**src/rtl/masked_state_serializer_pkg.sv**
```systemverilog
// Shared constants and types for the masked state serializer:
// default geometry, buffer width helper and FSM encoding.
package masked_state_serializer_pkg;

  localparam int DEF_NBITS     = 4;
  localparam int DEF_MAX_WORDS = 8;
  localparam int DEF_SHARES    = 2;
  localparam int DEF_WORD_W    = 32;

  typedef enum logic {
    IDLE = 1'b0,
    SEND = 1'b1
  } state_e;

  // Flat width of one full masked state (all shares, all buffer slots).
  function automatic int buf_w(input int shares, input int words, input int word_w);
    return shares * words * word_w;
  endfunction

endpackage

```
**src/rtl/share_word_tx_counter.sv**
```systemverilog
// Share-major word/share index counters for the serializer output.
// Word index rolls to 0 and bumps the share index after the bound word.
module share_word_tx_counter
  import masked_state_serializer_pkg::*;
#(
  parameter int NBITS = DEF_NBITS
) (
  input  logic             clk,
  input  logic             rst_n,
  input  logic             clr,
  input  logic             inc,
  input  logic [NBITS-1:0] bound,
  output logic [NBITS-1:0] share_idx,
  output logic [NBITS-1:0] word_idx,
  output logic             last_word
);

  assign last_word = (word_idx == bound);

  always_ff @(posedge clk or negedge rst_n) begin
    if (!rst_n) begin
      share_idx <= '0;
      word_idx  <= '0;
    end else if (clr) begin
      share_idx <= '0;
      word_idx  <= '0;
    end else if (inc) begin
      if (last_word) begin
        word_idx  <= '0;
        share_idx <= share_idx + 1'b1;
      end else begin
        word_idx  <= word_idx + 1'b1;
      end
    end
  end

endmodule

```
**src/rtl/masked_state_serializer.sv**
```systemverilog
// Serializes one parallel masked state into share-major word beats.
// Share data is only visible on out_data during a valid beat.
module masked_state_serializer
  import masked_state_serializer_pkg::*;
#(
  parameter int NBITS               = DEF_NBITS,
  parameter int MAX_WORDS_PER_SHARE = DEF_MAX_WORDS,
  parameter int d                   = DEF_SHARES,
  parameter int WORD_W              = DEF_WORD_W
) (
  input  logic                                            clk,
  input  logic                                            rst_n,
  input  logic                                            in_valid,
  output logic                                            in_ready,
  input  logic [buf_w(d, MAX_WORDS_PER_SHARE, WORD_W)-1:0] in_data,
  input  logic [NBITS-1:0]                                words_per_share_bound,
  output logic                                            out_valid,
  input  logic                                            out_ready,
  output logic [WORD_W-1:0]                               out_data,
  output logic [NBITS-1:0]                                out_share_idx,
  output logic [NBITS-1:0]                                out_word_idx,
  output logic                                            out_last_word,
  output logic                                            out_last
);

  localparam int NW   = d * MAX_WORDS_PER_SHARE;
  localparam int SELW = (NW > 1) ? $clog2(NW) : 1;
  localparam logic [NBITS-1:0] MAX_IDX    = NBITS'(MAX_WORDS_PER_SHARE - 1);
  localparam logic [NBITS-1:0] LAST_SHARE = NBITS'(d - 1);

  logic [NW-1:0][WORD_W-1:0] buf_q;
  state_e                    state;
  logic                      alive;
  logic [NBITS-1:0]          bound_q;
  logic [NBITS-1:0]          bound_clamp;
  logic [NBITS-1:0]          share_idx;
  logic [NBITS-1:0]          word_idx;
  logic                      last_word;
  logic                      last_raw;
  logic                      load;
  logic                      beat;
  logic [SELW-1:0]           sel;

  assign bound_clamp = (words_per_share_bound > MAX_IDX) ? MAX_IDX : words_per_share_bound;

  assign out_valid = (state == SEND);
  assign last_raw  = last_word && (share_idx == LAST_SHARE);
  // alive keeps in_ready low through reset and until the first edge after release.
  assign in_ready  = alive && (!out_valid || (last_raw && out_ready));
  assign load      = in_valid && in_ready;
  assign beat      = out_valid && out_ready;

  share_word_tx_counter #(
    .NBITS(NBITS)
  ) u_cnt (
    .clk       (clk),
    .rst_n     (rst_n),
    .clr       (load || (beat && last_raw)),
    .inc       (beat && !last_raw),
    .bound     (bound_q),
    .share_idx (share_idx),
    .word_idx  (word_idx),
    .last_word (last_word)
  );

  always_ff @(posedge clk or negedge rst_n) begin
    if (!rst_n) begin
      state   <= IDLE;
      bound_q <= '0;
      alive   <= 1'b0;
    end else begin
      alive <= 1'b1;
      if (load) begin
        state   <= SEND;
        bound_q <= bound_clamp;
      end else if (beat && last_raw) begin
        state <= IDLE;
      end
    end
  end

  always_ff @(posedge clk) begin
    if (load) buf_q <= in_data;
  end

  assign sel = SELW'(share_idx) * SELW'(MAX_WORDS_PER_SHARE) + SELW'(word_idx);

  assign out_data      = out_valid ? buf_q[sel] : '0;
  assign out_last_word = out_valid && last_word;
  assign out_last      = out_valid && last_raw;
  assign out_share_idx = share_idx;
  assign out_word_idx  = word_idx;

endmodule

```
**config.mk**
```make
export PLATFORM = sky130hd
export DESIGN_NAME = masked_state_serializer
export DESIGN_NICKNAME = d
export VERILOG_FILES = /design/src/rtl/masked_state_serializer_pkg.sv /design/src/rtl/share_word_tx_counter.sv /design/src/rtl/masked_state_serializer.sv
export SDC_FILE = /design/constraint.sdc
export NUM_CORES = 1
export LEC_CHECK = 0
export CORE_AREA = 2 2 222 224
export CTS_CLUSTER_DIAMETER = 100
export DETAILED_ROUTE_END_ITERATION = 10
export DIE_AREA = 0 0 224 226
export PLACE_DENSITY = 0.78
export SKIP_CTS_REPAIR_TIMING = 1
export SLEW_MARGIN = 5
export SYNTH_ARGS = -nofsm -noshare
export SYNTH_HDL_FRONTEND = slang
export SYNTH_SLANG_ARGS = --single-unit
```
**constraint.sdc**
```tcl
create_clock -name clk -period 18.29 [get_ports clk]
set_input_delay 3.658 -clock clk [delete_from_list [all_inputs] [get_ports clk]]
set_output_delay 3.658 -clock clk [all_outputs]
set_load 0.005 [all_outputs]
```
# Word level (Yosys, flattened, before mapping)
# Index checks and enable logic that the tools add are counted.
classes:
  add_sub_neg: 3
  muxes: 12
  reduce_logical: 17
  eq_ne: 2
  n_lt_le_gt_ge: 2
  div: 0
  shift: 0
  multipliers: 0
  n_bitwise: 0
op_table:
  columns: ["cell", "n"]
  rows:
  - ["binary-select mux 32 bit (select 4 bit)", 1]
  - ["two-way mux 32 bit", 2]
  - ["two-way mux 4 bit", 7]
  - ["logical AND 1 bit", 9]
  - ["adder 4 x 1 -> 4 bit, second input constant", 2]
  - ["nonzero test 2 bit", 3]
  - ["< comparator 4 x 5 -> 1 bit, second input constant", 1]
  - ["adder 4 bit", 1]
  - ["equality test 4 x 1 -> 1 bit, second input constant", 1]
  - ["equality test 4 bit", 1]
  - ["greater-than comparator 4 x 3 -> 1 bit, second input constant", 1]
  - ["logical NOT 1 bit", 2]
  - ["logical OR 1 bit", 2]
  - ["two-way mux 1 bit", 2]
  - ["AND reduction 2 bit", 1]
totals:
  latch_bits: 0
  regBits: 526
  output_inout_bits: 44
  ramBits: 0
  n_memories: 0
  romBits: 0

# Logic depth before layout (Yosys ltp)
# Gate-level depths: netlist of the first run.
depth:
  depth_word: 9
  depth_mapped: 7
  mapped_depth_nobuf: 6

# Cells and area by module
# A second synthesis of the first run with hierarchy kept.
hier_totals:
  cells_unflattened: 899
  area_unflattened_um2: 20054.2
by_module_without_submodules:
  columns: ["module", "seq_area_each_um2", "n_inst", "cells_per_inst", "area_each_um2"]
  rows:
  - ["masked_state_serializer", 15524.9, 1, 849, 19608.8]
  - ["share_word_tx_counter", 200.2, 1, 50, 445.4]

# Worst setup path before layout of the first run
# Ideal clock, no wire load.
synth_path:
  path_type: "input port to flip-flop"
  from: "input port out_ready"
  to: "register buf_q[0] in the netlist's numbering, enable pin"
  setup_ps: 944
  required_time_ps: 17346
  arrival_time_ps: 15608
  path_slack_ps: 1738
  cell_stages: 4
  path_cell_list: "nand4bb_1 > clkbuf_1 > o21ai_1 > and2_1"
synth_between:
  elab_chain_cells: 4
synth_rtl:
  columns: ["item", "line", "rtl"]
  rows:
  - ["from (decl)", "masked_state_serializer.sv:18", "input logic out_ready,"]
  - ["logical AND 1 bit", "masked_state_serializer.sv:49", "assign in_ready = alive && (!out_valid || (last_raw && out_ready));"]
  - ["logical OR 1 bit", "masked_state_serializer.sv:49", null]
  - ["logical AND 1 bit", "masked_state_serializer.sv:49", null]
  - ["logical AND 1 bit", "masked_state_serializer.sv:50", "assign load = in_valid && in_ready;"]
  - ["via load", "masked_state_serializer.sv:40", "logic load;"]
  - ["to (signal assigned)", "masked_state_serializer.sv:83", "if (load) buf_q <= in_data;"]
  - ["to (decl)", "masked_state_serializer.sv:31", "logic [NW-1:0][WORD_W-1:0] buf_q;"]
# The timed path passes the listed nets, and every way through them passes these cells.
# A chain may end at the register's enable or synchronous reset.

# Worst setup path in the final report of the first run
layout_path:
  from: "input port out_ready"
  to: "output port in_ready"
layout_between:
  elab_chain_cells: 3
layout_rtl:
  columns: ["item", "line", "rtl"]
  rows:
  - ["logical AND 1 bit", "masked_state_serializer.sv:49", null]
  - ["logical OR 1 bit", "masked_state_serializer.sv:49", null]
  - ["logical AND 1 bit", "masked_state_serializer.sv:49", null]
  - ["to (decl)", "masked_state_serializer.sv:14", "output logic in_ready,"]
# No other way between the ends.

==> results.toml, run 1 <==
[synthesis]
netlist-cell-type-count = 44
syn_area_per_cell_um2 = 23.2
synth-compound-area-share_pct = 3.05
yosysMostFrequentCell = "edfxtp_1"
yosys.area.top_type = "edfxtp_1"
synth-seq-area-share_pct = 77.2
synth_mux_area_share_pct = 15.4
synth_area_um2 = 20400
syn_nets = 1401
synth_top_area_share_pct = 75.5
netlist_instances = 878
synthFlopType = "edfxtp_1"
ys_ff_latch = 526
synth_common_cells = "512 x edfxtp_1, 78 x mux4_2, 60 x a22oi_1"
ys_async_sr_fraction_pct = 2.66
synth_edf_count = 512
yosysWarnings = 0
synth_xor_area_share_pct = 0.369
ys_top_cells_by_area = "edfxtp_1 76%, mux4_2 8.6%, mux4_1 6.5%, a22oi_1 2.2%, dfrtp_1 1.7%"
synth_fa_ha_area_share_pct = 0.184
synth_top_family_by_area = "multiplexers"
synth-simple-area-share_pct = 1.84

[cts]
cts_made_buffers = 55
cts-root-buf = "clkbuf_16"
cts_max_level = 2
clock-sinks = 526
cts_buffer_depth = 3
cts_tree = "built"
insertion_delay_ns = 0.60
path_clk_slew_ns = 0.06

[finish]
multi_input_area_um2 = 4270
finalInstanceArea_um2 = 28200
n_fill_cell = 3430
antenna_cells = 0
areaGrowthSynthToFinish_pct = 38.7
area.sequential_um2 = 15700
drive_above_1_share_pct = 12.6
final_net_count = 1988
finalNonFillerCells = 2132

[route]
final_antenna_net_count = 0
vias_per_cell = 5.28
drc = 0
vias = 11300
wirelength_um = 51900
detail_route.wl_per_cell_um = 24.3
first_pass_iters = 4
drtIter0Drc = 896

[global_routing]
first_global_vias = 12100
grt_util_met2_pct = 34.8
antenna_found_initial = 7
grt_overflow = 0
grt_busiest_layer = "met2"
grtUsageTotal_pct = 19.9
grt_max_degree = 205
grt_pass1_wl_um = 73500
grt.met3_usage_pct = 6.84
grt_util_met1_pct = 22.3

[critical_path]
startpoint_type = "input pin"
timing.rr.end = "buf_q[101]$_DFFE_PP_"
regToRegStartpoint = "u_cnt.word_idx[0]$_DFFE_PN0P_"
slowest_stage = "clkdlybuf4s50_1"
rr_worst_depth = 6
reg2reg_slack_ns = 14.29
cp_cell_sequence = "clkdlybuf4s50_1 > nand4bb_1 > o21ai_1 > and2_1 > clkdlybuf4s50_1"
worstPathRequired_ns = 14.63
slowest_delay_ns = 0.61
timing.setup.critical_path_class = "in2out"
end_kind = "output port"
worstPathArrival_ns = 5.60
crit_fanout = 7
cp_top_family = "buffers and inverters"
startpoint = "out_ready"
path_common_cell = "clkdlybuf4s50_1"
critPathBufInv = 2

[sta]
max_slew.worst_pin.slew_ns = 1.21
timing.final.crit_share_pct = 50.6
fmax_mhz = 108
clock_skew_ns = 0.0202
hold_viol_final = 0
slew_headroom_pct = 19.4
tns_ns = 0
rsz0062_at_grt = "no"
final-setup-viol-count = 0
post-route-min-period_ns = 9.26
final_max_slew_viol_count = 0

[power]
power_mw = 3.46
p_leak_nw = 9.35
power.density_nw_per_um2 = 122
p_sw_mw = 0.969
seqPwrFrac_pct = 40.2
switching_share_pct = 28.0
p_clk_share_pct = 30.3
peakVddDrop_v = 0.000114
p_int_mw = 2.49
combPwrFrac_pct = 29.5

[placed_design]
hpwl_um = 36600
numPlacedInstances = 2030
postPlaceCellArea_um2 = 26600
portBuffers = 563
place_congestion = 0.809

[floorplan]
initial_core_util_pct = 42.1
die_y_um = 226
dieArea_um2 = 50600
rows = 81
coreArea_um2 = 48300
die_x_um = 224
pin_count = 564

[min_path]
min_path_type = "reg2reg"
min_from = "u_cnt.share_idx[3]$_DFFE_PN0P_"
holdPathStages = 1
min_to = "u_cnt.share_idx[3]$_DFFE_PN0P_"

[run_status]
status = "complete, no violations"

[job]
maxCapViolCount = 0
[kinds of logic after synthesis]
| group | count (synthesis) |
|---|---|
| other | 1 |
| multiplexers | 134 |
| adder cells (fa/ha/maj) | 3 |
| buffers and inverters | 49 |
| AO/OA/AOI/OAI | 82 |
| AND/OR/NAND/NOR | 77 |
| flip-flops | 526 |
| XOR/XNOR | 6 |
[layout make-up]
type / count / area share [%]
Clock buffer: 65 / 5.08
Clock inverter: 37 / 0.908
Inverter: 2 / 0.0266
Multi-Input combinational cell: 303 / 15.1
Sequential cell: 526 / 55.7
Tap cell: 622 / 2.75
Timing Repair Buffer: 577 / 20.4
[worst max path at each step]
stage | endpoint | slack [ns] | cells past startpoint
after floorplan | buf_q[0]$_DFFE_PP_ | 1.74 | 4
after global placement | in_ready | 9.15 | 5
after detailed placement | in_ready | 9.06 | 5
after CTS | in_ready | 9.05 | 5
after global routing | in_ready | 8.88 | 5
final | in_ready | 9.03 | 5
[state kept, by name, summed over array words and instances (netlist names)]
name / flops
alive: 1
bound_q: 4
out_valid: 1
buf_q: 512
u_cnt.share_idx: 4
u_cnt.word_idx: 4
[per-stage QoR]
stage	worst slack [ns]	utilization, %	hold WS (ns)
after global placement	9.15	54.9	0.524
after floorplan	1.74	-	0.502
after global routing	8.88	58.4	0.587
after detailed placement	9.06	54.9	0.548
final	9.03	58.4	0.559
after CTS	9.05	58.4	0.557
[placed cells by master (no fill, tap or decap), types with 3 or more instances in the layout]
master	netlist	routed
clkdlybuf4s50_1	0	563
edfxtp_1	512	512
mux4_2	78	78
a22oi_1	60	60
clkbuf_16	0	56
mux4_1	50	50
nand2_1	40	40
clkinv_1	0	14
clkinv_2	0	13
dfrtp_1	14	12
buf_4	0	12
nor2_1	11	9
clkbuf_1	19	9
nor3_1	9	8
and2_1	6	5
a22oi_2	4	4
mux2i_1	4	4
xnor2_2	3	3
a221oi_1	3	3
a21oi_1	3	3
o21ai_0	3	3
ha_1	3	3
clkinv_4	0	3
[per-layer routing]
metal	vias to the layer above	share of wire, %
met5	-	0.15
met4	12	3.7
met3	123	9.5
met2	531	52
met1	5616	35
li1	4971	-
[power groups by stage]
stage / clock [mW] / combinational, mW / sequential, mW
finish: 1.05 / 1.02 / 1.39
global route: 1.11 / 1.09 / 1.39
CTS: 1.07 / 1.04 / 1.39
detailed placement: 0 / 1.03 / 1.42
global placement: 0 / 1.02 / 1.42
floorplan: 0 / 0.546 / 1.41
No activity file was read; power rests on OpenSTA's default activity.
==> run 2, diff against run 1 <==
clock period = 8.7 ns   (was 18.29 ns; I/O delays follow)
==> run 2 against run 1 <==
  * Total power increased by 120%
  * Design area increased by 0.67%
  * Clock power increased by 130%
  * Critical endpoint unchanged
  * Sequential share of layout area decreased by 0.37 points
  * Register-to-register slack got worse by 9.5 ns
  * Routed wire length increased by 2.6%
  * Worst setup slack got worse by 5.8 ns
  * Largest power group unchanged
  * Largest cell class unchanged
  * Critical path depth unchanged
==> results.toml, run 2 (synthesized netlist as in run 1, its figures left out) <==
[sta]
max_slew.worst_pin.slew_ns = 1.11
tns_ns = 0
post-route-min-period_ns = 5.48
final_max_slew_viol_count = 0
fmax_mhz = 183
clock_skew_ns = 0.0181
rsz0062_at_grt = "no"
final-setup-viol-count = 0
slew_headroom_pct = 25.9
timing.final.crit_share_pct = 63.0
hold_viol_final = 0

[placed_design]
numPlacedInstances = 2029
place_congestion = 0.852
postPlaceCellArea_um2 = 26600
portBuffers = 563
hpwl_um = 37100

[critical_path]
cp_top_family = "buffers and inverters"
critPathBufInv = 2
crit_fanout = 7
timing.setup.critical_path_class = "in2out"
path_common_cell = "clkdlybuf4s50_1"
reg2reg_slack_ns = 4.74
end_kind = "output port"
worstPathRequired_ns = 6.96
slowest_stage = "clkdlybuf4s50_1"
startpoint_type = "input pin"
cp_cell_sequence = "clkdlybuf4s50_1 > nand4bb_1 > o21ai_1 > and2_1 > clkdlybuf4s50_1"
worstPathArrival_ns = 3.74
slowest_delay_ns = 0.66

[cts]
clock-sinks = 526
cts_tree = "built"
cts-root-buf = "clkbuf_16"
cts_buffer_depth = 3
cts_made_buffers = 55
cts_max_level = 2
insertion_delay_ns = 0.60
path_clk_slew_ns = 0.06

[route]
drtIter0Drc = 750
final_antenna_net_count = 0
vias = 11400
detail_route.wl_per_cell_um = 24.9
wirelength_um = 53200
drc = 0
first_pass_iters = 7
vias_per_cell = 5.35

[power]
p_int_mw = 5.42
power_mw = 7.46
combPwrFrac_pct = 28.6
power.density_nw_per_um2 = 262
switching_share_pct = 27.3
p_sw_mw = 2.04
p_leak_nw = 9.42
seqPwrFrac_pct = 39.2
peakVddDrop_v = 0.000262
p_clk_share_pct = 32.2

[global_routing]
grt_max_degree = 162
grtUsageTotal_pct = 20.5
grt_overflow = 0
grt_pass1_wl_um = 75200
antenna_found_initial = 3
first_global_vias = 12300

[run_status]
status = "complete, no violations"

[floorplan]
pin_count = 564
die_x_um = 224
die_y_um = 226
rows = 81
initial_core_util_pct = 42.1
dieArea_um2 = 50600
coreArea_um2 = 48300

[finish]
areaGrowthSynthToFinish_pct = 39.7
final_net_count = 1987
mostFrequentLayoutCell = "clkdlybuf4s50_1"
finalInstanceArea_um2 = 28400
largest_register_ffs = 512
post-route-util_pct = 58.8
largest-register = "buf_q"
final_cell_mix = "563 x clkdlybuf4s50_1, 512 x edfxtp_1, 78 x mux4_2"
area.sequential_um2 = 15700
finalNonFillerCells = 2133
n_fill_cell = 3433
multi_input_area_um2 = 4270
drive_above_1_share_pct = 12.8

[job]
maxCapViolCount = 0

[min_path]
min_path_type = "reg2reg"
[run 2: cell count changes in the layout (fill, tap and decap cells not counted), sizes merged]
cell,before,now
clkbuf,65,67
clkinv,31,22
inv,5,3
buf,14,13
bufinv,2,8
diode,0,3
clkinvlp,1,3
[run 2: per-stage QoR]
step / setup slack [ns] / hold slack [ns]
final: 3.22 / 0.536
after global routing: 3.06 / 0.562
after CTS: 3.12 / 0.532
after detailed placement: 3.26 / 0.524
after global placement: 3.37 / 0.513
after floorplan: 2.47 / 0.502
[run 2: path summary, 6_finish.rpt]
| check | from | endpoint | cells after the start |
|---|---|---|---|
| worst min register to register | u_cnt.share_idx[3]$_DFFE_PN0P_ | u_cnt.share_idx[3]$_DFFE_PN0P_ | 1 |
| max in group asynchronous | rst_n | u_cnt.word_idx[1]$_DFFE_PN0P_ | 1 |
| worst max-delay path | out_ready | in_ready | 5 |
| worst min-delay path | u_cnt.share_idx[3]$_DFFE_PN0P_ | u_cnt.share_idx[3]$_DFFE_PN0P_ | 1 |
| worst max register to register | u_cnt.word_idx[0]$_DFFE_PN0P_ | buf_q[170]$_DFFE_PP_ | 6 |
| min in group asynchronous | rst_n | u_cnt.share_idx[0]$_DFFE_PN0P_ | 1 |
[run 2: layout make-up]
| cell class | instances | area share, % |
|---|---|---|
| clock inverters | 34 | 1.47 |
| multi-input cells | 303 | 15.0 |
| flip-flops and latches | 526 | 55.3 |
| diodes | 3 | 0.0264 |
| well taps | 622 | 2.74 |
| repair buffers | 576 | 20.3 |
| clock buffers | 67 | 5.11 |
| inverters | 2 | 0.0264 |
[run 2: routing by layer]
layer,global-route usage [%],part of all wire (%),up-vias
met5,0,0.047,-
met4,8.43,3.3,4
met3,6.66,9.9,111
met2,36.9,52,587
met1,22.4,34,5736
li1,-,-,4969
[run 2: power groups by stage]
stage | Combinational [mW] | Clock (mW) | Sequential [mW]
2_1_floorplan | 1.15 | 0 | 2.94
3_3_place_gp | 2.11 | 0 | 2.97
3_5_place_dp | 2.14 | 0 | 2.98
4_1_cts | 2.16 | 2.46 | 2.92
5_1_grt | 2.28 | 2.54 | 2.93
6_report | 2.13 | 2.40 | 2.92
[run 2: worst register-to-register path: cells and delay by family, from the launching register on]
kind / cells / cell delay, ns
buffers and inverters: 2 / 1.48
AND/OR/NAND/NOR: 2 / 0.76
flip-flops: 1 / 0.71
AO/OA/AOI/OAI: 1 / 0.31
XOR/XNOR: 1 / 0.28
